## src/rtl/serial_deser_pkg.sv

```systemverilog
// Shared types and default constants for the serial deserializer.
package serial_deser_pkg;

    typedef enum logic {
        HUNT     = 1'b0,
        ASSEMBLE = 1'b1
    } deser_state_t;

    localparam int unsigned DEF_WIDTH       = 8;
    localparam logic [7:0]  DEF_SYNC_WORD   = 8'hA5;
    localparam int unsigned DEF_FRAME_BYTES = 4;

endpackage

```

## src/rtl/serial_deser_if.sv

```systemverilog
// Serial input, bit qualifiers and valid/ready byte output of the deserializer.
interface serial_deser_if #(
    parameter int unsigned WIDTH = 8
);
    logic             SER_IN;
    logic             BIT_EN;
    logic             DIR;
    logic [WIDTH-1:0] DATA_OUT;
    logic             OUT_VALID;
    logic             OUT_READY;
    logic             IN_FRAME;
    logic             OVERFLOW;

    modport master (
        output SER_IN, BIT_EN, DIR, OUT_READY,
        input  DATA_OUT, OUT_VALID, IN_FRAME, OVERFLOW
    );

    modport slave (
        input  SER_IN, BIT_EN, DIR, OUT_READY,
        output DATA_OUT, OUT_VALID, IN_FRAME, OVERFLOW
    );
endinterface

```

## src/rtl/serial_deser_window.sv

```systemverilog
// Bit window shift register: DIR=0 shifts left (new bit at LSB), DIR=1 shifts right (new bit at MSB).
module deser_window #(
    parameter int unsigned WIDTH = 8
) (
    input  logic             CLK,
    input  logic             RST,
    input  logic             CLR,
    input  logic             BIT_EN,
    input  logic             DIR,
    input  logic             SER_IN,
    output logic [WIDTH-1:0] window
);

    // CLR wins over a simultaneous shift so a finished frame leaves no residue
    always_ff @(posedge CLK or negedge RST) begin
        if (!RST) begin
            window <= '0;
        end else if (CLR) begin
            window <= '0;
        end else if (BIT_EN) begin
            window <= DIR ? {SER_IN, window[WIDTH-1:1]} : {window[WIDTH-2:0], SER_IN};
        end
    end

endmodule

```

## src/rtl/serial_deser.sv

```systemverilog
// Sync-word framed serial-to-parallel converter with a one-entry valid/ready output stage.
module serial_deser
    import serial_deser_pkg::*;
#(
    parameter int unsigned      WIDTH       = DEF_WIDTH,
    parameter logic [WIDTH-1:0] SYNC_WORD   = WIDTH'(DEF_SYNC_WORD),
    parameter int unsigned      FRAME_BYTES = DEF_FRAME_BYTES
) (
    input  logic         CLK,
    input  logic         RST,
    serial_deser_if.slave bus
);

    localparam int unsigned BIT_CW  = $clog2(WIDTH + 1);
    localparam int unsigned BYTE_CW = $clog2(FRAME_BYTES + 1);

    deser_state_t      state, state_nxt;
    logic [BIT_CW-1:0] bit_cnt, bit_cnt_nxt;
    logic [BYTE_CW-1:0] byte_cnt, byte_cnt_nxt;
    logic              dir_lat, dir_lat_nxt;
    logic              shift_dir;
    logic              win_clr;
    logic              byte_done;
    logic [WIDTH-1:0]  window;
    logic [WIDTH-1:0]  win_post;
    logic [WIDTH-1:0]  data_q;
    logic              valid_q;
    logic              ovf_q;

    // DIR is live while hunting and frozen for the duration of a frame
    assign shift_dir = (state == HUNT) ? bus.DIR : dir_lat;
    assign win_post  = shift_dir ? {bus.SER_IN, window[WIDTH-1:1]}
                                 : {window[WIDTH-2:0], bus.SER_IN};

    deser_window #(
        .WIDTH(WIDTH)
    ) u_window (
        .CLK    (CLK),
        .RST    (RST),
        .CLR    (win_clr),
        .BIT_EN (bus.BIT_EN),
        .DIR    (shift_dir),
        .SER_IN (bus.SER_IN),
        .window (window)
    );

    always_ff @(posedge CLK or negedge RST) begin
        if (!RST) begin
            state    <= HUNT;
            bit_cnt  <= '0;
            byte_cnt <= '0;
            dir_lat  <= 1'b0;
        end else begin
            state    <= state_nxt;
            bit_cnt  <= bit_cnt_nxt;
            byte_cnt <= byte_cnt_nxt;
            dir_lat  <= dir_lat_nxt;
        end
    end

    always_comb begin
        state_nxt    = state;
        bit_cnt_nxt  = bit_cnt;
        byte_cnt_nxt = byte_cnt;
        dir_lat_nxt  = dir_lat;
        win_clr      = 1'b0;
        byte_done    = 1'b0;
        case (state)
            HUNT: begin
                if (bus.BIT_EN && (win_post == SYNC_WORD)) begin
                    state_nxt    = ASSEMBLE;
                    bit_cnt_nxt  = '0;
                    byte_cnt_nxt = '0;
                    dir_lat_nxt  = bus.DIR;
                end
            end
            ASSEMBLE: begin
                if (bus.BIT_EN) begin
                    if (bit_cnt == BIT_CW'(WIDTH - 1)) begin
                        byte_done   = 1'b1;
                        bit_cnt_nxt = '0;
                        if (byte_cnt == BYTE_CW'(FRAME_BYTES - 1)) begin
                            state_nxt    = HUNT;
                            byte_cnt_nxt = '0;
                            win_clr      = 1'b1;
                        end else begin
                            byte_cnt_nxt = byte_cnt + 1'b1;
                        end
                    end else begin
                        bit_cnt_nxt = bit_cnt + 1'b1;
                    end
                end
            end
            default: state_nxt = HUNT;
        endcase
    end

    // A byte completing into a stalled output slot is dropped and flagged
    always_ff @(posedge CLK or negedge RST) begin
        if (!RST) begin
            data_q  <= '0;
            valid_q <= 1'b0;
            ovf_q   <= 1'b0;
        end else if (byte_done) begin
            if (!valid_q || bus.OUT_READY) begin
                data_q  <= win_post;
                valid_q <= 1'b1;
            end else begin
                ovf_q <= 1'b1;
            end
        end else if (valid_q && bus.OUT_READY) begin
            valid_q <= 1'b0;
        end
    end

    assign bus.DATA_OUT  = data_q;
    assign bus.OUT_VALID = valid_q;
    assign bus.IN_FRAME  = (state == ASSEMBLE);
    assign bus.OVERFLOW  = ovf_q;

endmodule

```

## src/flat_wrapper.sv

```systemverilog
// flat-port wrapper written by rule: the top's interface ports become plain ports
module serial_deser_flat import serial_deser_pkg::*;
#(
    parameter int unsigned      WIDTH       = DEF_WIDTH,
    parameter logic [WIDTH-1:0] SYNC_WORD   = WIDTH'(DEF_SYNC_WORD),
    parameter int unsigned      FRAME_BYTES = DEF_FRAME_BYTES
)
  (CLK, RST, bus_SER_IN, bus_BIT_EN, bus_DIR, bus_OUT_READY, bus_DATA_OUT, bus_OUT_VALID, bus_IN_FRAME, bus_OVERFLOW);
  serial_deser_if #(.WIDTH(WIDTH)) bus_i ();
  input  logic CLK;
  input  logic RST;
  input wire logic [$bits(bus_i.SER_IN)-1:0] bus_SER_IN;
  input wire logic [$bits(bus_i.BIT_EN)-1:0] bus_BIT_EN;
  input wire logic [$bits(bus_i.DIR)-1:0] bus_DIR;
  input wire logic [$bits(bus_i.OUT_READY)-1:0] bus_OUT_READY;
  output wire logic [$bits(bus_i.DATA_OUT)-1:0] bus_DATA_OUT;
  output wire logic [$bits(bus_i.OUT_VALID)-1:0] bus_OUT_VALID;
  output wire logic [$bits(bus_i.IN_FRAME)-1:0] bus_IN_FRAME;
  output wire logic [$bits(bus_i.OVERFLOW)-1:0] bus_OVERFLOW;
  assign bus_i.SER_IN = bus_SER_IN;
  assign bus_i.BIT_EN = bus_BIT_EN;
  assign bus_i.DIR = bus_DIR;
  assign bus_i.OUT_READY = bus_OUT_READY;
  assign bus_DATA_OUT = bus_i.DATA_OUT;
  assign bus_OUT_VALID = bus_i.OUT_VALID;
  assign bus_IN_FRAME = bus_i.IN_FRAME;
  assign bus_OVERFLOW = bus_i.OVERFLOW;
  serial_deser #(.WIDTH(WIDTH), .SYNC_WORD(SYNC_WORD), .FRAME_BYTES(FRAME_BYTES)) u_core (.CLK(CLK), .RST(RST), .bus(bus_i));
endmodule
```

## config.mk

```make
export PLATFORM = sky130hd
export DESIGN_NAME = serial_deser_flat
export DESIGN_NICKNAME = d
export VERILOG_FILES = /design/src/rtl/serial_deser_pkg.sv /design/src/rtl/serial_deser_if.sv /design/src/rtl/serial_deser_window.sv /design/src/rtl/serial_deser.sv /design/src/flat_wrapper.sv
export SDC_FILE = /design/constraint.sdc
export NUM_CORES = 1
export LEC_CHECK = 0
export CAP_MARGIN = 20
export CORE_UTILIZATION = 30
export CTS_CLUSTER_SIZE = 40
export DETAILED_ROUTE_END_ITERATION = 10
export PLACE_DENSITY = 0.6
export REMOVE_ABC_BUFFERS = 1
export SLEW_MARGIN = 20
export SYNTH_ARGS = -nofsm -noshare
export SYNTH_HDL_FRONTEND = slang
export SYNTH_SLANG_ARGS = --single-unit
```

## constraint.sdc

```tcl
create_clock -name CLK -period 2.2 [get_ports CLK]
set_input_delay 0.22 -clock CLK [delete_from_list [all_inputs] [get_ports CLK]]
set_output_delay 0.22 -clock CLK [all_outputs]
set_load 0.02 [all_outputs]
```

==> impl_metrics.env, run 1 <==
export IMPL_outcome="finished clean"
export IMPL_cpMaxStageDelayCell="clkdlybuf4s50_1"
export IMPL_gr_total_overflow=0
export IMPL_clockRootBuffer="clkbuf_8"
export IMPL_cts_tree="yes"
export IMPL_die_y_um=66.6
export IMPL_grt_max_degree=28
export IMPL_yosysSeqAreaShare_pct=53.9
export IMPL_startpoint_type="input pin"
export IMPL_fin_nets=158
export IMPL_synthSimpleGateAreaFrac_pct=15.7
export IMPL_cts_max_path_buffers=2
export IMPL_cp_depth=5
export IMPL_htreeDepth=1
export IMPL_period_share_pct=88.5
export IMPL_io_pins=17
export IMPL_first_global_vias=950
export IMPL_ant_nets=0
export IMPL_grt_usage_pct=13.1
export IMPL_finalSetupTns_ps=0
export IMPL_drt_first_pass_iters=4
export IMPL_dp_cells=195
export IMPL_synth_mux_area_fraction_pct=6.49
export IMPL_globalplace_congestion=0.766
export IMPL_nFillCells=395
export IMPL_vias_per_cell=4.88
export IMPL_max_stage_delay_ps=490
export IMPL_cts_resized_gates=0
export IMPL_cts_hold_buf=0
export IMPL_core_mm2=0.00400
export IMPL_syn_avg_cell_area_um2=10.2
export IMPL_synth_edf_count=0
export IMPL_crit_end="u_core.dir_lat$_DFFE_PN0P_"
export IMPL_rows=23
export IMPL_routed_wl_mm=2.58
export IMPL_yosysUniqueCellTypes=36
export IMPL_slew_headroom_pct=77.3
export IMPL_diodes=0
export IMPL_hold_path_class="input pin to async pin"
export IMPL_final_util_pct=39.4
export IMPL_critical_path_class="input pin to flip-flop"
export IMPL_clk_pin_slew_worst_paths_ps=90
export IMPL_vdd_ir_drop_max_v=0.000231
export IMPL_netlist_area_mm2=0.00125
export IMPL_insertion_delay_ps=270
export IMPL_numCtsBuffers=3
export IMPL_antenna_found_initial=0
export IMPL_layout_commonest_cell="dfrtp_1"
export IMPL_max_freq_mhz=513
export IMPL_end_kind="flip-flop"
export IMPL_required_ps=2360
export IMPL_tightest_slew_ps=341
export IMPL_synth_compound_area_share_pct=16.7
export IMPL_synthFlopType="dfrtp_1"
export IMPL_p_leak_nw=0.715
export IMPL_grt_pass1_wl_mm=4.38
export IMPL_min_period_ps=1950
export IMPL_worst_ep_arrival_time_ps=2110
export IMPL_yosys_register_bits=27
export IMPL_cp_startpoint="bus_DIR"
export IMPL_holdWs_ps=316
export IMPL_clock_sinks=27
export IMPL_worst_r2r_path_depth=4
export IMPL_synth_top_family_by_area="compound AO/OA/AOI/OAI gates"
export IMPL_drc=0
export IMPL_crit_fanout=5
export IMPL_synth_xor_area_share_pct=0
export IMPL_rr_startpoint="u_core.u_window.window[5]$_DFFE_PN0P_"
export IMPL_rsz0062_at_grt="false"
export IMPL_syn2layout_area_growth_pct=25.6
export IMPL_crit_reg2reg_capture="u_core.dir_lat$_DFFE_PN0P_"
export IMPL_synth_cells=123
export IMPL_avgRoutedWirePerCell_um=13.0
export IMPL_port_buffers=16
export IMPL_r2r_slack_ps=310
export IMPL_hold_viol=0
export IMPL_synth_warnings=0
export IMPL_synth_fa_ha_area_share_pct=2.00
export IMPL_dieWidth_um=66.6
export IMPL_drive_gt1_share_pct=12.1
export IMPL_die_area_mm2=0.00444
export IMPL_final_cells=199
export IMPL_drtIter0Drc=41
export IMPL_path_cells="clkdlybuf4s50_1, mux2_1, or4_1, or2_1, mux2_4"
export IMPL_postCtsSetupBuffers=0
export IMPL_setup_violations=0
export IMPL_drv_cap=0
export IMPL_powerDensity_mw_per_mm2=664
export IMPL_initial_core_util_pct=31.3
export IMPL_vias=972
export IMPL_critical_path_buf_inv_count=1
export IMPL_async_reset_ff_share_pct=100
export IMPL_final_setup_skew_ps=5.06
export IMPL_cpLargestDelayFamily="simple AND/OR/NAND/NOR gates"
export IMPL_drv_slew=0
export IMPL_dp_hpwl_mm=1.91
export IMPL_final_cell_mix="dfrtp_1 (27), nor2_1 (16), clkdlybuf4s50_1 (16)"
## layout make-up
cell class	count	area [µm²]	area share [%]
clock buffer	4	45.0	2.86
inverter	10	37.5	2.38
multi-input combinational	81	512	32.5
sequential	27	676	42.9
tap	50	62.6	3.97
timing repair buffer	27	243	15.4
## state kept, by name, indices dropped and copies added (netlist names)
| name | cells |
|---|---|
| u_core.bus.DATA_OUT | 8 |
| u_core.u_window.window | 8 |
| u_core.bit_cnt | 4 |
| u_core.byte_cnt | 3 |
| u_core.bus.IN_FRAME | 1 |
| u_core.bus.OUT_VALID | 1 |
| u_core.bus.OVERFLOW | 1 |
| u_core.dir_lat | 1 |
## report_power, final
part	internal, W	switching [W]
registers	0.000542	0.0000422
clock network	0.000129	0.000144
logic	0.0000866	0.000102
total	0.000758	0.000288
## per-layer routing
layer	up-vias	GRT usage, %	wire (µm)
li1	489	-	-
met1	465	17.0	1230
met2	16	21.5	1250
met3	2	2.74	78
met4	0	4.79	25
met5	-	0	0
## synth_stat cells, types with 2 or more instances
cell,number,area [µm²]
nand2_1,3,11.3
o21ai_1,2,10.0
a21oi_1,15,75.1
nand2b_1,2,12.5
buf_2,2,10.0
mux2i_1,3,30.0
clkbuf_1,2,7.51
nor3b_1,3,22.5
o22ai_1,7,43.8
and3_1,2,12.5
or2_1,2,12.5
dfrtp_1,27,676
a31o_1,2,17.5
mux2_1,2,22.5
inv_1,10,37.5
nor2_1,16,60.1
ha_1,2,25.0
nand3_1,3,15.0
## worst reg2reg max path: stages, from the launching register on
cell     delay (ps)
dfrtp_1         410
mux2_1          290
or4_1           440
or2_1           310
mux2_4          320
## metrics by stage
step                      worst slack, ps  power (W)  cell area (µm²)
after detailed placement            -49.8   0.000784             1530
final                                 252    0.00105             1580
after CTS                             244    0.00106             1580
after global routing                  190    0.00111             1580
after global placement              -20.7   0.000777             1530
after floorplan                      66.4   0.000702             1220
## worst min-delay path by stage
| stage | start | end | slack, ps | depth (start not counted) |
|---|---|---|---|---|
| final | RST | u_core.bus.OVERFLOW$_DFFE_PN0P_ | 320 | 2 |
| after global placement | u_core.bus.OVERFLOW$_DFFE_PN0P_ | u_core.bus.OVERFLOW$_DFFE_PN0P_ | 440 | 1 |
| after global routing | RST | u_core.bus.OUT_VALID$_DFFE_PN0P_ | 350 | 2 |
| after floorplan | RST | u_core.bit_cnt[0]$_DFFE_PN0P_ | -80 | 0 |
| after detailed placement | u_core.bus.OVERFLOW$_DFFE_PN0P_ | u_core.bus.OVERFLOW$_DFFE_PN0P_ | 450 | 1 |
| after CTS | RST | u_core.bus.OUT_VALID$_DFFE_PN0P_ | 330 | 2 |
## cells by family (layout without fill, tap and decap cells)
| logic type | after synthesis | count (layout) |
|---|---|---|
| AND/OR/NAND/NOR | 38 | 38 |
| AO/OA/AOI/OAI | 34 | 34 |
| flip-flops | 27 | 27 |
| buffers and inverters | 15 | 41 |
| multiplexers | 7 | 7 |
| adder cells (fa/ha/maj) | 2 | 2 |
Note: power is estimated with default switching activity, not from simulation.
==> run 2: changes to the inputs <==
Settings changed: RECOVER_POWER from default to 50.
==> run 2 against run 1 <==
Combinational power hardly changed; sequential share of layout area is 0.10 points higher; maximum frequency hardly changed; clock skew hardly changed; non-clock buffer count stayed put; cell count stayed put; flip-flop and latch count stayed put; clock power hardly changed; sequential power hardly changed; first-iteration DRC count stayed put; critical path depth stayed put; die area stayed put; critical path type unchanged; highest routed layer unchanged.
==> impl_metrics.env, run 2 (same netlist as run 1, synthesis figures left out) <==
export IMPL_cts_hold_buf=0
export IMPL_dp_worst_setup_slack_ps=-49.8
export IMPL_max_stage_delay_ps=490
export IMPL_vias_per_cell=4.89
export IMPL_hold_path_class="flip-flop to flip-flop"
export IMPL_dieWidth_um=66.6
export IMPL_crit_reg2reg_capture="u_core.dir_lat$_DFFE_PN0P_"
export IMPL_grt_usage_pct=13.1
export IMPL_clock_sinks=27
export IMPL_die_y_um=66.6
export IMPL_worst_r2r_path_depth=4
export IMPL_min_period_ps=1950
export IMPL_drv_slew=0
export IMPL_cpLargestDelayFamily="simple AND/OR/NAND/NOR gates"
export IMPL_cts_max_path_buffers=2
export IMPL_pwr_share_comb_pct=17.9
export IMPL_cts_resized_gates=0
export IMPL_clk_pin_slew_worst_paths_ps=90
export IMPL_postCtsSetupBuffers=0
export IMPL_port_buffers=16
export IMPL_grt_pass1_wl_mm=4.38
export IMPL_globalplace_congestion=0.766
export IMPL_diodes=0
export IMPL_io_pins=17
export IMPL_critical_path_buf_inv_count=1
export IMPL_path_cells="clkdlybuf4s50_1, mux2_1, or4_1, or2_1, mux2_4"
export IMPL_antenna_found_initial=0
export IMPL_ant_nets=0
export IMPL_drc=0
export IMPL_fin_ws_ps=252
export IMPL_power_frac_clock_pct=26.1
export IMPL_crit_fanout=5
export IMPL_rr_startpoint="u_core.u_window.window[5]$_DFFE_PN0P_"
export IMPL_period_share_pct=88.5
export IMPL_syn2layout_area_growth_pct=25.3
export IMPL_required_ps=2360
export IMPL_layout_commonest_cell="dfrtp_1"
export IMPL_core_mm2=0.00400
export IMPL_die_area_mm2=0.00444
export IMPL_max_freq_mhz=513
export IMPL_drive_gt1_share_pct=11.4
export IMPL_first_global_vias=950
export IMPL_tightest_slew_ps=1450
export IMPL_clockRootBuffer="clkbuf_8"
export IMPL_powerDensity_mw_per_mm2=665
export IMPL_cpMaxStageDelayCell="clkdlybuf4s50_1"
export IMPL_hold_viol=0
export IMPL_p_int_w=0.000757
export IMPL_dpl_instance_area_mm2=0.00153
export IMPL_slew_headroom_pct=3.21
export IMPL_numCtsBuffers=3
export IMPL_cts_tree="yes"
export IMPL_rows=23
export IMPL_end_kind="flip-flop"
export IMPL_routed_wl_mm=2.60
export IMPL_p_seq_share_pct=55.9
export IMPL_startpoint_type="input pin"
export IMPL_grt_max_degree=28
export IMPL_dp_hpwl_mm=1.91
export IMPL_whs_path_depth=1
export IMPL_gr_total_overflow=0
export IMPL_htreeDepth=1
export IMPL_drv_cap=0
export IMPL_outcome="finished clean"
export IMPL_critical_path_class="input pin to flip-flop"
export IMPL_holdPathEnd="u_core.bus.OVERFLOW$_DFFE_PN0P_"
export IMPL_vias=973
export IMPL_initial_core_util_pct=31.3
export IMPL_drtIter0Drc=41
export IMPL_fin_nets=158
export IMPL_p_leak_nw=0.722
export IMPL_r2r_slack_ps=310
export IMPL_min_from="u_core.bus.OVERFLOW$_DFFE_PN0P_"
export IMPL_switching_share_pct=27.6
export IMPL_nFillCells=395
export IMPL_final_util_pct=39.3
export IMPL_switching_power_w=0.000288
export IMPL_rsz0062_at_grt="false"
export IMPL_design_area_mm2=0.00157
export IMPL_final_cell_mix="dfrtp_1 (27), nor2_1 (16), a21oi_1 (15)"
export IMPL_final_setup_skew_ps=4.98
export IMPL_worst_ep_arrival_time_ps=2110
export IMPL_drt_first_pass_iters=4
export IMPL_holdWs_ps=466
export IMPL_vdd_ir_drop_max_v=0.000231
export IMPL_setup_violations=0
export IMPL_avgRoutedWirePerCell_um=13.0
export IMPL_insertion_delay_ps=270
## run 2: changes by cell type in the layout (fill, tap and decap cells not counted)
| cell | delta |
|---|---|
| clkdlybuf4s50_1 | -4 |
| dlygate4sd3_1 | +4 |
| buf_4 | -1 |
| clkbuf_1 | +1 |
## run 2: layout make-up
class                           instances  area, µm²  share of cell area, %
Sequential cell                        27        676                   43.0
Clock buffer                            4       45.0                   2.87
Inverter                               10       37.5                   2.39
Multi-Input combinational cell         81        512                   32.6
Timing Repair Buffer                   27        239                   15.2
Tap cell                               50       62.6                   3.98
## run 2: worst max-delay path by stage
| stage | start | endpoint | slack, ps | cells after the start |
|---|---|---|---|---|
| 2_1_floorplan | u_core.bus.IN_FRAME$_DFF_PN0_ | u_core.dir_lat$_DFFE_PN0P_ | 70 | 4 |
| 3_3_place_gp | bus_DIR | u_core.dir_lat$_DFFE_PN0P_ | -20 | 5 |
| 3_5_place_dp | bus_DIR | u_core.dir_lat$_DFFE_PN0P_ | -50 | 5 |
| 4_1_cts | bus_DIR | u_core.dir_lat$_DFFE_PN0P_ | 240 | 5 |
| 5_1_grt | bus_DIR | u_core.dir_lat$_DFFE_PN0P_ | 190 | 5 |
| 6_report | bus_DIR | u_core.dir_lat$_DFFE_PN0P_ | 250 | 5 |
## run 2: worst register-to-register path, cell delays in order, from the launching register on
cell     delay (ps)
dfrtp_1         410
mux2_1          290
or4_1           440
or2_1           310
mux2_4          320
## run 2: power by group through the flow
stage          combinational, W  clock (W)  sequential, W
2_1_floorplan          0.000113          0       0.000590
3_3_place_gp           0.000184          0       0.000593
3_5_place_dp           0.000189          0       0.000595
4_1_cts                0.000190   0.000286       0.000585
5_1_grt                0.000215   0.000301       0.000592
6_report               0.000187   0.000273       0.000585
## run 2: per-stage QoR
stage	instances	TNS [ps]	total power, W
final	199	0	0.00105
after global routing	199	0	0.00111
after CTS	199	0	0.00106
after detailed placement	195	-68.4	0.000784
after floorplan	118	0	0.000702
after global placement	195	-20.7	0.000777
## run 2: per-layer routing
layer | vias to the layer above | GRT usage (%) | wire length (µm)
met4 | 0 | 4.79 | 25
li1 | 489 | - | -
met3 | 2 | 2.74 | 79
met5 | - | 0 | 0
met1 | 466 | 17.0 | 1230
met2 | 16 | 21.5 | 1260
==> run 3: changes to the inputs <==
Settings changed: SETUP_SLACK_MARGIN from default to 0.02.
==> results of run 3 <==
The final DEF is identical to that of run 2; final timing and power are the same.
